==> src/rtl/display_pkg.sv <==
// Shared constants and types for the seven-segment display capture path.
// Glyphs and digit selects are active-low, segment bit0 = a ... bit6 = g.
package display_pkg;

  localparam int NUM_DIGITS = 4;

  localparam logic [6:0] GLYPH_0 = 7'h40;
  localparam logic [6:0] GLYPH_1 = 7'h79;
  localparam logic [6:0] GLYPH_2 = 7'h24;
  localparam logic [6:0] GLYPH_3 = 7'h30;
  localparam logic [6:0] GLYPH_4 = 7'h19;
  localparam logic [6:0] GLYPH_5 = 7'h12;
  localparam logic [6:0] GLYPH_6 = 7'h02;
  localparam logic [6:0] GLYPH_7 = 7'h78;
  localparam logic [6:0] GLYPH_8 = 7'h00;
  localparam logic [6:0] GLYPH_9 = 7'h10;
  localparam logic [6:0] GLYPH_A = 7'h08;
  localparam logic [6:0] GLYPH_B = 7'h03;
  localparam logic [6:0] GLYPH_C = 7'h46;
  localparam logic [6:0] GLYPH_D = 7'h21;
  localparam logic [6:0] GLYPH_E = 7'h06;
  localparam logic [6:0] GLYPH_F = 7'h0E;

  localparam logic [3:0] SEL_DIGIT0 = 4'b0111;
  localparam logic [3:0] SEL_DIGIT1 = 4'b1011;
  localparam logic [3:0] SEL_DIGIT2 = 4'b1101;
  localparam logic [3:0] SEL_DIGIT3 = 4'b1110;
  localparam logic [3:0] SEL_BLANK  = 4'b1111;

  typedef enum logic {ST_SETTLING = 1'b0, ST_HELD = 1'b1} state_e;

  typedef struct packed {
    logic       valid;
    logic [3:0] nibble;
  } decode_t;

  // Returns {hit, digit[1:0]}; hit is set only when exactly one select is low.
  function automatic logic [2:0] sel_to_digit(input logic [3:0] sel);
    logic [2:0] res;
    case (sel)
      SEL_DIGIT0: res = 3'b100;
      SEL_DIGIT1: res = 3'b101;
      SEL_DIGIT2: res = 3'b110;
      SEL_DIGIT3: res = 3'b111;
      default:    res = 3'b000;
    endcase
    return res;
  endfunction

endpackage

==> src/rtl/seven_segment_decoder.sv <==
// Combinational active-low glyph to hex nibble decoder; valid is low for
// any pattern outside the sixteen hex glyphs.
module seven_segment_decoder
  import display_pkg::*;
(
  input  logic [6:0] i_glyph,
  output decode_t    o_decode
);

  always_comb begin
    o_decode = '0;
    o_decode.valid = 1'b1;
    case (i_glyph)
      GLYPH_0: o_decode.nibble = 4'h0;
      GLYPH_1: o_decode.nibble = 4'h1;
      GLYPH_2: o_decode.nibble = 4'h2;
      GLYPH_3: o_decode.nibble = 4'h3;
      GLYPH_4: o_decode.nibble = 4'h4;
      GLYPH_5: o_decode.nibble = 4'h5;
      GLYPH_6: o_decode.nibble = 4'h6;
      GLYPH_7: o_decode.nibble = 4'h7;
      GLYPH_8: o_decode.nibble = 4'h8;
      GLYPH_9: o_decode.nibble = 4'h9;
      GLYPH_A: o_decode.nibble = 4'hA;
      GLYPH_B: o_decode.nibble = 4'hB;
      GLYPH_C: o_decode.nibble = 4'hC;
      GLYPH_D: o_decode.nibble = 4'hD;
      GLYPH_E: o_decode.nibble = 4'hE;
      GLYPH_F: o_decode.nibble = 4'hF;
      default: o_decode.valid  = 1'b0;
    endcase
  end

endmodule

==> src/rtl/display_capture.sv <==
// Samples a multiplexed four-digit seven-segment bus, captures each digit once
// it has settled, and publishes the reassembled 16-bit value per full frame.
module display_capture
  import display_pkg::*;
#(
  parameter int SETTLE_CYCLES  = 4,
  parameter int TIMEOUT_CYCLES = 120000
) (
  input  logic        clk,
  input  logic        rst,
  input  logic [6:0]  seven_segment,
  input  logic [3:0]  seven_segment_select,
  output logic [15:0] value,
  output logic        frame_valid,
  output logic        capture_error,
  output logic        stale,
  output state_e      o_dbg_state
);

  localparam int CW = $clog2(SETTLE_CYCLES + 1);
  localparam int TW = $clog2(TIMEOUT_CYCLES + 1);
  localparam logic [CW-1:0] SETTLE_LAST  = CW'(SETTLE_CYCLES - 1);
  localparam logic [CW-1:0] SETTLE_MAX   = CW'(SETTLE_CYCLES);
  localparam logic [TW-1:0] TIMEOUT_LAST = TW'(TIMEOUT_CYCLES - 1);

  logic [6:0]  r_seg_s1, r_seg_s2;
  logic [3:0]  r_sel_s1, r_sel_s2;
  logic [CW-1:0] r_cnt;
  state_e      r_state;
  logic [15:0] r_shadow;
  logic [3:0]  r_mask;
  logic [TW-1:0] r_tcnt;
  logic [15:0] r_value;
  logic        r_fv, r_err, r_stale;

  logic        w_unstable, w_capture, w_blank, w_sel_hit;
  logic [1:0]  w_digit;
  logic [2:0]  w_sel_dec;
  decode_t     w_dec;
  logic        w_ok, w_bad, w_complete, w_timeout;

  seven_segment_decoder u_decoder (
    .i_glyph  (r_seg_s2),
    .o_decode (w_dec)
  );

  assign w_unstable = (r_seg_s1 != r_seg_s2) || (r_sel_s1 != r_sel_s2);
  // The capture event is the single cycle the stability count steps to its limit.
  assign w_capture  = (r_state == ST_SETTLING) && !w_unstable && (r_cnt == SETTLE_LAST);
  assign w_sel_dec  = sel_to_digit(r_sel_s2);
  assign w_sel_hit  = w_sel_dec[2];
  assign w_digit    = w_sel_dec[1:0];
  assign w_blank    = (r_sel_s2 == SEL_BLANK);
  assign w_ok       = w_capture && w_sel_hit && w_dec.valid;
  assign w_bad      = w_capture && !w_blank && !(w_sel_hit && w_dec.valid);
  assign w_complete = (r_mask == 4'hF);
  assign w_timeout  = !w_ok && (r_tcnt == TIMEOUT_LAST);

  always_ff @(posedge clk) begin
    if (rst) begin
      r_seg_s1 <= 7'h7F;
      r_seg_s2 <= 7'h7F;
      r_sel_s1 <= SEL_BLANK;
      r_sel_s2 <= SEL_BLANK;
      r_cnt    <= '0;
      r_state  <= ST_SETTLING;
    end else begin
      r_seg_s1 <= seven_segment;
      r_seg_s2 <= r_seg_s1;
      r_sel_s1 <= seven_segment_select;
      r_sel_s2 <= r_sel_s1;
      if (w_unstable)
        r_cnt <= '0;
      else if (r_cnt != SETTLE_MAX)
        r_cnt <= r_cnt + 1'b1;
      case (r_state)
        ST_SETTLING: if (w_capture)  r_state <= ST_HELD;
        ST_HELD:     if (w_unstable) r_state <= ST_SETTLING;
        default:                     r_state <= ST_SETTLING;
      endcase
    end
  end

  always_ff @(posedge clk) begin
    if (rst) begin
      r_shadow <= '0;
      r_mask   <= '0;
      r_tcnt   <= '0;
      r_value  <= '0;
      r_fv     <= 1'b0;
      r_err    <= 1'b0;
      r_stale  <= 1'b1;
    end else begin
      if (w_ok || w_timeout)
        r_tcnt <= '0;
      else
        r_tcnt <= r_tcnt + 1'b1;
      if (w_ok)
        r_shadow[{w_digit, 2'b00} +: 4] <= w_dec.nibble;
      // A completed frame and a timeout both restart assembly from scratch.
      if (w_complete || w_timeout)
        r_mask <= '0;
      else if (w_ok)
        r_mask[w_digit] <= 1'b1;
      r_fv <= w_complete;
      if (w_complete)
        r_value <= r_shadow;
      if (w_complete)
        r_stale <= 1'b0;
      else if (w_timeout)
        r_stale <= 1'b1;
      r_err <= w_bad;
    end
  end

  assign value         = r_value;
  assign frame_valid   = r_fv;
  assign capture_error = r_err;
  assign stale         = r_stale;
  assign o_dbg_state   = r_state;

endmodule

==> config.mk <==
export PLATFORM = sky130hd
export DESIGN_NAME = display_capture
export DESIGN_NICKNAME = d
export VERILOG_FILES = /design/src/rtl/display_pkg.sv /design/src/rtl/seven_segment_decoder.sv /design/src/rtl/display_capture.sv
export SDC_FILE = /design/constraint.sdc
export NUM_CORES = 1
export LEC_CHECK = 0
export BUFFER_PORTS_ARGS = -buffer_cell sky130_fd_sc_hd__buf_2
export CORE_UTILIZATION = 40
export DETAILED_ROUTE_END_ITERATION = 8
export GPL_TIMING_DRIVEN = 0
export PLACE_DENSITY = 0.55
export SYNTH_ARGS = -nofsm -noshare
export SYNTH_HDL_FRONTEND = slang
export SYNTH_SLANG_ARGS = --single-unit
==> constraint.sdc <==
create_clock -name clk -period 3.35 [get_ports clk]
set_clock_uncertainty 0.15 [all_clocks]
set_input_delay 0.67 -clock clk [delete_from_list [all_inputs] [get_ports clk]]
set_output_delay 0.67 -clock clk [all_outputs]
set_load 0.03 [all_outputs]
# Word level (Yosys, flattened, before mapping)
# Index checks and enable logic that the tools add are counted.
[word_totals] reg_bits=82 inputBits=13 output_inout_bits=20 word_cells=81
[op_classes] addsub=3 order_cmp=2 n_eq_ne=26 shift=2 muxes=11 bitwise_logic=2 n_reduce_logical=22
[op_table] op="4-bit case mux with 15 select lines" n=1
[op_table] op="7-bit == test (second input constant)" n=4
[op_table] op="7-bit by 5-bit == test with 1-bit output (second input constant)" n=3
[op_table] op="7-bit by 6-bit == test with 1-bit output (second input constant)" n=3
[op_table] op="4-bit == test (second input constant)" n=5
[op_table] op="17-bit by 1-bit adder with 17-bit output (second input constant)" n=1
[op_table] op="17-bit == test (second input constant)" n=1
[op_table] op="16-bit bitwise mux" n=1
[op_table] op="16-bit OR reduction" n=1
[op_table] op="4-bit by 6-bit variable shift with 16-bit output (first input constant)" n=1
[op_table] op="4-bit by 6-bit variable part select with 16-bit output" n=1
[op_table] op="7-bit by 2-bit == test with 1-bit output (second input constant)" n=2
[op_table] op="7-bit by 4-bit == test with 1-bit output (second input constant)" n=2
[op_table] op="3-bit case mux with 4 select lines" n=1
[op_table] op="1-bit logical AND" n=9
[op_table] op="7-bit by 3-bit == test with 1-bit output (second input constant)" n=1
[op_table] op="7-bit logical NOT" n=1
[op_table] op="7-bit != test" n=1
[op_table] op="1-bit 2-to-1 mux" n=6
[op_table] op="4-bit negator with 6-bit output" n=1
[op_table] op="2-bit OR reduction" n=3
[op_table] op="4-bit by 3-bit == test with 1-bit output (second input constant)" n=1
[op_table] op="1-bit logical NOT" n=4
[op_table] op="4-bit != test" n=1
[op_table] op="other kinds (11)" n=13

# Logic depth before layout (Yosys ltp)
[logic_depth] depth_word=11 mapped_depth=9 mapped_depth_nobuf=7

# Cells and area by module
# Synthesis repeated with hierarchy kept, for this count alone.
[unflattened] hier_cells=433 hier_area_um2=3867.5
[modules_own_cells] module="display_capture" instances=1 cells_each=370 area_each_um2=3474.6 seq_area_each_um2=1641.6
[modules_own_cells] module="seven_segment_decoder" instances=1 cells_each=63 area_each_um2=392.9 seq_area_each_um2=0.0

# Least setup slack after synthesis
# OpenSTA, ideal clock, no wires.
[synth_path] path_kind="register to register" startpoint="reg r_seg_s2[3]" endpoint="reg r_tcnt[13]" setup_ps=115 arrival_ps=2049 required_ps=3085 slack_ps=1037 stages_incl_launch_ff=9 path_buffers=2 period_less_slack_ps=2313 path_cell_list="dfxtp_1 > or4b_1 > o221ai_1 > o31ai_1 > a2111oi_4 > or3b_1 > buf_4 > buf_6 > nor2_1"
[synth_via] elab_chain_len=11 word_cells_on_any_way=29 classes_between="eq/ne: 16; mux: 1; reduce/logical: 12"
[synth_rtl] item="start: declaration" line_no="display_capture.sv:26" text="logic [6:0] r_seg_s1, r_seg_s2;"
[synth_rtl] item="start signal: assignment" line_no="display_capture.sv:69" text="r_seg_s2 <= r_seg_s1;"
[synth_rtl] item="branches (longest 6 deep; another with 16-bit OR reduction)"
[synth_rtl] item="1-bit logical AND (*)" line_no="display_capture.sv:54" text="assign w_ok = w_capture && w_sel_hit && w_dec.valid;"
[synth_rtl] item="1-bit logical NOT" line_no="display_capture.sv:57" text="assign w_timeout = !w_ok && (r_tcnt == TIMEOUT_LAST);"
[synth_rtl] item="1-bit logical AND" line_no="display_capture.sv:57"
[synth_rtl] item="1-bit logical OR (*)" line_no="display_capture.sv:94" text="if (w_ok || w_timeout)"
[synth_rtl] item="2-bit OR reduction (no line) (*)"
[synth_rtl] item="end signal: assignment" line_no="display_capture.sv:97" text="r_tcnt <= r_tcnt + 1'b1;"
[synth_rtl] item="end: declaration" line_no="display_capture.sv:32" text="logic [TW-1:0] r_tcnt;"
# Every way passes the cells marked *.
# A chain may end at the register's enable or synchronous reset.

# Worst setup path in the final report
[layout_path] startpoint="reg r_seg_s2[6]" endpoint="reg r_tcnt[15]"
# The elaborated chain is that of the path after synthesis.

==> results.md <==
- Status: finished clean
- TritonCTS Buffers: 9
- Horiz. Die Dim: 98.1 µm
- All-Layer GR Usage: 16.3%
- P_leak: 1.66 nW
- Final worst-path setup slack: 0.738 ns
- DRC viols: 0
- Routed len/inst: 12.6 µm
- CP Data Required Time: 3.45 ns
- Startpoint types: flop
- Ys flop type: dfxtp_1
- Worst EP arrival: 2.71 ns
- Via density: 4.98
- Peak fanout along the critical path: 10
- Clk slew on worst S/H paths: 0.08 ns
- CTS tree: yes
- Register area share after synthesis: 44.4%
- Share of layout cells above drive strength 1: 18.1%
- Vias in the first global route: 2642
- Final period util: 78.0%
- Post-DP HPWL: 5.19 mm
- Most frequent cells in the layout: dfxtp_1, nand2_1, buf_2
- VDD IR max: 0.217 mV
- Skew-Pair Late Insertion Delay: 0.36 ns
- Clock Tree Buf Depth: 2
- Commonest non-fill, non-tap cell in the layout: dfxtp_1
- Final WL: 7.19 mm
- HP Class: reg2reg
- Syn nets: 441
- Final antenna-violating net count: 0
- CP Capture Type: flop
- Antenna violations before repair: 0
- # H-tree levels: 3
- Dpl ws: 0.721 ns
- Iter 0 DRT Violations: 60
- Largest net degree at the start of global routing: 15
- Final core utilization: 47.5%
- Core ar.: 8850 µm²
- Row count: 34
- Fin. max-slew vios: 0
- Ant diodes: 0
- Clock sinks: 82
- Fin Hold WS: 0.298 ns
- Syn-to-layout area delta: 13.8%
- Max-cap viol count: 0
- Rel. slew slack: 34.2%
- Mapped cell area: 3690 µm²
- CTS root buffer: clkbuf_8
- First-pass detailed-route iteration total: 4
- Initial Util: 41.7%
- Critical path class: reg2reg
- Post-cts hold buffer count: 0
- Post-CTS setup buffers: 0
- Cell count after synthesis: 417
- Final hold violations: 0
- Post-synth EDFFs: 0
- GRT Residual Overflow: 0
- Synthesized area per cell: 8.86 µm²
- RSZ-0062 raised after global routing: no
- Final #Nets: 483
- Synth cell types: 50
- P per Cell Area: 453 nW/µm²
- GPL Wtd Cong: 0.854
- FF+latch count, synth: 82
- Final setup viols: 0
- Fmax: 0.383 GHz
- Global-route wire length before repair: 12.3 mm
- I/O Buffers: 31
- Final min period: 2.61 ns
- Total number of vias: 2846
- Worst-margin pin slew: 0.974 ns
- Yosys warning count: 0
- Synth async-reset ratio: 0%
- CTS resizes: 0
- Die Y: 98.1 µm
- Die Footprint: 9620 µm²
- Setup TNS Final: 0 ns
- Layout fillers: 873
- Io pins: 33
-- synth_stat cells, types with 2 or more instances --
master,n,area share [%]
nand2_4,2,0.61
nand3b_1,2,0.41
nor4b_1,5,1.2
o22ai_1,2,0.34
xnor2_1,10,2.4
inv_1,8,0.81
nor2_1,33,3.4
mux2i_1,16,4.3
nor4_1,3,0.51
or3b_2,2,0.47
and3_1,4,0.68
a21oi_1,27,3.7
buf_6,2,0.61
xor2_1,22,5.2
or4b_1,2,0.54
a211oi_1,2,0.41
nand4_1,4,0.68
dfxtp_1,82,44
nor3_1,6,0.81
or2_2,24,4.1
or3_1,2,0.34
buf_2,4,0.54
a31oi_1,2,0.34
o21ai_0,5,0.68
buf_4,2,0.41
nand2_1,65,6.6
nand3_1,11,1.5
o21bai_1,2,0.41
ha_1,11,3.7
nand2b_1,20,3.4
clkbuf_1,16,1.6
-- metrics by stage --
step,cells,power [W],cell area [µm²]
after floorplan,417,0.00111,3690
after global placement,556,0.00114,3980
after detailed placement,556,0.00114,3980
after CTS,572,0.00193,4200
after global routing,572,0.00199,4200
final,572,0.00190,4200
-- worst max-delay path, cell delays in order, from the launching register on --
cell       delay, ns
dfxtp_1         0.36
or4b_1          0.56
o22ai_1         0.20
a311oi_2        0.17
a2111oi_4       0.53
or3b_1          0.19
buf_4           0.15
buf_6           0.14
nor2_1          0.05
-- flip-flops by register name, summed over array words and instances, names as in the netlist --
name           count
r_mask             4
o_dbg_state        1
stale              1
frame_valid        1
value             16
r_seg_s2           7
r_shadow          16
r_tcnt            17
capture_error      1
r_sel_s2           4
r_seg_s1           7
r_sel_s1           4
r_cnt              3
-- cells by family (layout without fill, tap and decap cells) --
logic type / Yosys count / count (layout) / synth area share, %
buf+inv: 32 / 79 / 4.00
xor+xnor: 32 / 32 / 7.59
fa+ha+maj: 12 / 12 / 4.00
flops: 82 / 82 / 44.4
mux: 16 / 16 / 4.34
simple gates: 189 / 189 / 26.0
compound gates: 54 / 54 / 9.65
-- layer usage --
metal / GRT usage [%] / part of all wire [%] / vias to the layer above
met3: 3.29 / 2.8 / 12
met2: 26.7 / 46 / 51
li1: - / - / 1481
met4: 8.39 / 1.9 / 0
met1: 20.3 / 49 / 1302
met5: 0 / 0 / -
-- power by group --
group | switching, W | internal, W | leakage [nW]
sequential | 0.0000104 | 0.000989 | 0.666
clock | 0.000367 | 0.000423 | 0.107
combinational | 0.0000654 | 0.0000490 | 0.884
total | 0.000443 | 0.00146 | 1.66
-- path summary, 6_finish.rpt --
kind / slack, ns / cells past startpoint / to / start
max reg2reg: 0.74 / 8 / r_tcnt[15] / r_seg_s2[6]
min reg2reg: 0.30 / 1 / r_tcnt[0] / r_tcnt[0]
min: 0.30 / 1 / r_tcnt[0] / r_tcnt[0]
max: 0.74 / 8 / r_tcnt[15] / r_seg_s2[6]
-- area by class of cell --
class / count / area (µm²) / area share [%]
tap: 108 / 135 / 3.22
sequential: 82 / 1640 / 39.1
buffer: 24 / 118 / 2.80
inverter: 8 / 30.0 / 0.715
clock inverter: 6 / 90.1 / 2.14
timing repair buffer: 31 / 155 / 3.69
multi-input combinational: 303 / 1900 / 45.3
clock buffer: 10 / 128 / 3.04
No activity file was read; power rests on OpenSTA's default activity.
